[config.mk]
export PLATFORM = sky130hd
export DESIGN_NAME = central_ctrl_fsm
export DESIGN_NICKNAME = d
export VERILOG_FILES = /design/src/rtl/central_ctrl_fsm.sv
export SDC_FILE = /design/constraint.sdc
export NUM_CORES = 1
export LEC_CHECK = 0
export CORE_UTILIZATION = 50
export DETAILED_ROUTE_END_ITERATION = 10
export GPL_TIMING_DRIVEN = 0
export PLACE_DENSITY = 0.88
export SYNTH_ARGS = -nofsm -noshare
export SYNTH_HDL_FRONTEND = slang
export SYNTH_SLANG_ARGS = --single-unit
[constraint.sdc]
create_clock -name clk -period 3.6 [get_ports clk]
set_clock_uncertainty 0.1 [all_clocks]
set_input_delay 0.36 -clock clk [delete_from_list [all_inputs] [get_ports clk]]
set_output_delay 0.36 -clock clk [all_outputs]
set_load 0.005 [all_outputs]
[src/rtl/central_ctrl_fsm.sv]
// Top-level bodydrums controller: latches the user's selection, runs the memory start handshake, sequences play/record.
// Optional feature: define CENTRAL_CTRL_LOOP_EN to restart playback automatically at the end of a song.
module central_ctrl_fsm #(
    parameter int unsigned NUM_FX    = 7,
    parameter int unsigned FXVAL_W   = 17,
    parameter int unsigned SONG_W    = 4,
    parameter int unsigned SKIP_BASE = 6,
    parameter int unsigned SKIP_GAP  = 2,
    parameter int unsigned START_TO  = 255,
    parameter int unsigned ELAPSED_W = 12
) (
    input  logic                 clk,
    input  logic                 reset,
    input  logic                 but_ent,
    input  logic                 pause_sw,
    input  logic [NUM_FX-1:0]    effects_sw,
    input  logic                 record_mode_sel,
    input  logic [SONG_W-1:0]    song_name_sel,
    input  logic [FXVAL_W-1:0]   effect_values_sel,
    input  logic                 song_done,
    input  logic                 mem_ready,
    input  logic                 tick,
    output logic [2:0]           state,
    output logic [NUM_FX-1:0]    effects,
    output logic [FXVAL_W-1:0]   effect_values,
    output logic                 record_mode,
    output logic [SONG_W-1:0]    song_name,
    output logic [SONG_W:0]      song_choice,
    output logic                 start_song,
    output logic                 pause_song,
    output logic [ELAPSED_W-1:0] elapsed,
    output logic                 start_err
);

    localparam int unsigned CNT_W = (START_TO > 1) ? $clog2(START_TO) : 1;

    typedef enum logic [2:0] {
        S_IDLE  = 3'd0,
        S_START = 3'd1,
        S_PLAY  = 3'd2,
        S_REC   = 3'd3,
        S_FAULT = 3'd4
    } state_t;

    state_t             state_q;
    logic               but_prev;
    logic               pause_q;
    logic               press;
    logic [CNT_W-1:0]   to_cnt;
    logic [SONG_W:0]    remap;

    assign state = state_q;

    always_comb begin
        press = but_ent & ~but_prev;
        if (int'(song_name_sel) < int'(SKIP_BASE))
            remap = {1'b0, song_name_sel};
        else
            remap = {1'b0, song_name_sel} + (SONG_W+1)'(SKIP_GAP);
    end

    always_ff @(posedge clk or posedge reset) begin
        if (reset) begin
            state_q       <= S_IDLE;
            but_prev      <= 1'b1;
            pause_q       <= 1'b1;
            to_cnt        <= '0;
            effects       <= '0;
            effect_values <= '0;
            record_mode   <= 1'b0;
            song_name     <= '0;
            song_choice   <= '0;
            start_song    <= 1'b0;
            pause_song    <= 1'b1;
            elapsed       <= '0;
            start_err     <= 1'b0;
        end else begin
            but_prev <= but_ent;
            pause_q  <= pause_sw;

            // Counts against the pause actually presented to memory/audio.
            if ((state_q == S_PLAY || state_q == S_REC) && tick && !pause_song && elapsed != '1)
                elapsed <= elapsed + 1'b1;

            case (state_q)
                S_IDLE: begin
                    pause_song <= 1'b1;
                    start_song <= 1'b0;
                    if (press) begin
                        effects       <= effects_sw;
                        effect_values <= effect_values_sel;
                        record_mode   <= record_mode_sel;
                        song_name     <= song_name_sel;
                        song_choice   <= remap;
                        elapsed       <= '0;
                        start_err     <= 1'b0;
                        to_cnt        <= '0;
                        start_song    <= 1'b1;
                        state_q       <= S_START;
                    end
                end
                S_START: begin
                    pause_song <= 1'b1;
                    if (mem_ready) begin
                        start_song <= 1'b0;
                        state_q    <= record_mode ? S_REC : S_PLAY;
                    end else if (to_cnt == CNT_W'(START_TO - 1)) begin
                        start_song <= 1'b0;
                        start_err  <= 1'b1;
                        state_q    <= S_FAULT;
                    end else begin
                        to_cnt <= to_cnt + 1'b1;
                    end
                end
                S_PLAY, S_REC: begin
                    if (song_done || press) begin
                        pause_song <= 1'b1;
                        state_q    <= S_IDLE;
`ifdef CENTRAL_CTRL_LOOP_EN
                        // A simultaneous press still wins and leaves playback.
                        if (state_q == S_PLAY && song_done && !press) begin
                            to_cnt     <= '0;
                            start_song <= 1'b1;
                            state_q    <= S_START;
                        end
`endif
                    end else begin
                        pause_song <= pause_q;
                    end
                end
                S_FAULT: begin
                    pause_song <= 1'b1;
                    start_song <= 1'b0;
                    if (press)
                        state_q <= S_IDLE;
                end
                default: begin
                    pause_song <= 1'b1;
                    start_song <= 1'b0;
                    state_q    <= S_IDLE;
                end
            endcase
        end
    end

endmodule

==> impl_metrics.ini <==
[global_routing]
grtUsageTotal = 0.259
grt_max_degree = 34
grt_pass1_wl_um = 11800
overflow = 0
grt_pass1_vias = 2565
antenna_found_initial = 0

[worst_setup_path]
max_stage_delay_ns = 0.46
cp_cell_sequence = clkdlybuf4s50_1, nor2b_1, and3_1, clkbuf_1, buf_1, nand2_1, nand2_1
worst-path-max-fanout = 10
cp.depth = 7
cpLargestDelayFamily = buffers and inverters
path_buf_inv = 3
reg2regPathDepth = 6
cp_common_cell = nand2_1
critPathKind = in2reg
crit_required_ns = 3.78
setup.worst_path.start_class = input port
crit_arrival_ns = 2.24
rr_startpoint = state[1]
end_kind = register
cpMaxStageDelayCell = clkdlybuf4s50_1
r2r_end = effects[4]
r2r_setup_slack_ns = 1.60

[cells_and_area]
n_antenna_cell = 0
fillers = 357
area_delta_synth_final_pct = 43.8
register_area_mm2 = 0.00153
finalInstanceArea_mm2 = 0.00400
multi_input_area_mm2 = 0.00117
stdcell_count = 472
nNetsFinal = 437
drive_above_1_share = 0.0871

[detailed_routing]
routed_wl_um = 6950
detailroute.via_count = 2569
via_per_inst = 5.44
drtIter0Drc = 138
drtAntennaViolNets = 0
wl_per_cell_um = 14.7
drc = 0
dr.pass1.iters = 4

[die]
fp.dieW_um = 76.6
initial_utilization = 0.532
pin_count = 88
rows = 26
fp.dieArea_mm2 = 0.00587
die_h_um = 76.6
core_area_mm2 = 0.00524

[yosys]
synthFlopType = dfrtp_1
yosysWarnings = 0
synth_edf_count = 0
synthArstFlopShare = 1.00
synth_cell_types = 47
syn_nets = 338
syn_area_mm2 = 0.00279
ys_ff_latch = 61
synthCells = 298
seq_area_frac_synth = 0.549
syn_avg_cell_area_um2 = 9.35

[sta]
hold_viol_final = 0
slew_viol_final = 0
slew_headroom = 0.589
fin_crit_sh = 0.572
rsz0062_at_grt = no
min_period_ns = 2.06
max_freq_ghz = 0.485
tns_ns = 0
worstMarginPinSlew_ns = 0.616
setup_ws_ns = 1.54
setup_viol_count_final = 0

[cts]
cts_tree = done
cts_max_level = 3
cts_buffers = 9
clk_pin_slew_worst_paths_ns = 0.07
post_cts_buffers = 0
cts_hold_buf = 0
clock_latency_ns = 0.34
root_buffer = clkbuf_8
clock_sinks = 61
cts-resized-gates = 0
cts.path.max_buffers = 2

[run_status]
outcome = complete, no violations

[place]
post_dp_cell_area_mm2 = 0.00376
place_ws_ns = 1.21
placed_cells = 456
dp_hpwl_um = 4840
gp_congestion = 0.870
io_buffers = 87

[power]
peakVddDrop_uv = 347
power.leakage_nw = 1.81
totalPowerFinal_w = 0.00225
power_density_mw_per_mm2 = 562

[job]
maxCapViolCount = 0

[min_path]
holdCritPathClass = in2async
## sequential cells by signal, indices dropped and copies added, names as in the netlist
name / count
effect_values: 17
start_err: 1
pause_song: 1
state: 3
but_prev: 1
elapsed: 12
effects: 7
record_mode: 1
song_name: 4
pause_q: 1
song_choice: 4
to_cnt: 8
start_song: 1
## how the worst max path moves through the flow
stage                     startpoint               end  slack, ns
final                        but_ent        effects[4]       1.54
after global routing         but_ent      song_name[0]       1.41
after CTS                    but_ent        effects[4]       1.54
after detailed placement     but_ent        effects[4]       1.21
after global placement         reset         start_err       0.60
after floorplan                reset  effect_values[0]       1.63
## layout make-up
class                      instances  area share
multi-input combinational        218       0.293
clock inverter                     4      0.0238
sequential                        61       0.382
tap                               70      0.0219
clock buffer                      12      0.0362
timing repair buffer              88       0.222
buffer                            14      0.0159
inverter                           5     0.00469
## layout by cell type, fill, tap and decap left out, types with 3 or more instances in the layout
cell type	netlist	final
a21oi_1	7	7
a31oi_1	3	3
and3_1	6	6
and4_1	3	3
buf_1	4	4
buf_2	6	6
bufinv_16	0	3
clkbuf_1	3	5
clkbuf_8	0	10
clkdlybuf4s50_1	0	87
dfrtp_1	58	58
dfstp_2	3	3
ha_1	4	4
inv_1	5	4
mux2i_1	6	6
nand2_1	107	107
nand3_1	7	7
nand4_1	8	8
nor2_1	11	11
nor2b_1	3	3
nor3_1	9	9
o21ai_0	3	3
o21ai_1	9	9
xor2_1	3	3
## stage by stage
stage          hold WS, ns   util
2_1_floorplan        0.264      -
5_1_grt              0.318  0.764
6_report             0.316  0.764
3_3_place_gp         0.357  0.715
3_5_place_dp         0.361  0.719
4_1_cts              0.313  0.764
## layer usage
metal / up-vias / GRT usage / routed length, um
li1: 1221 / - / -
met1: 1238 / 0.305 / 2840
met2: 96 / 0.431 / 3450
met3: 14 / 0.0886 / 508
met4: 0 / 0.112 / 142
met5: - / 0 / 0
## where the power goes
| group | internal, W | switching (W) |
|---|---|---|
| clock network | 0.000478 | 0.000255 |
| registers | 0.000830 | 0.0000930 |
| logic | 0.000350 | 0.000243 |
| total | 0.00166 | 0.000591 |
## cell families after synthesis
logic type | count (synthesis) | share of synthesized area
simple gates | 168 | 0.283
flops | 61 | 0.549
compound gates | 35 | 0.0818
buf+inv | 19 | 0.0296
mux | 7 | 0.0256
xor+xnor | 4 | 0.0126
fa+ha+maj | 4 | 0.0180
## synth_stat cells (4+ instances only)
| cell | number | area [um^2] |
|---|---|---|
| nand2_1 | 107 | 402 |
| dfrtp_1 | 58 | 1450 |
| nor2_1 | 11 | 41.3 |
| nor3_1 | 9 | 45.0 |
| o21ai_1 | 9 | 45.0 |
| nand4_1 | 8 | 50.1 |
| a21oi_1 | 7 | 35.0 |
| nand3_1 | 7 | 35.0 |
| and3_1 | 6 | 37.5 |
| buf_2 | 6 | 30.0 |
| mux2i_1 | 6 | 60.1 |
| inv_1 | 5 | 18.8 |
| buf_1 | 4 | 15.0 |
| ha_1 | 4 | 50.1 |
Power figures use the tool's default switching activity.
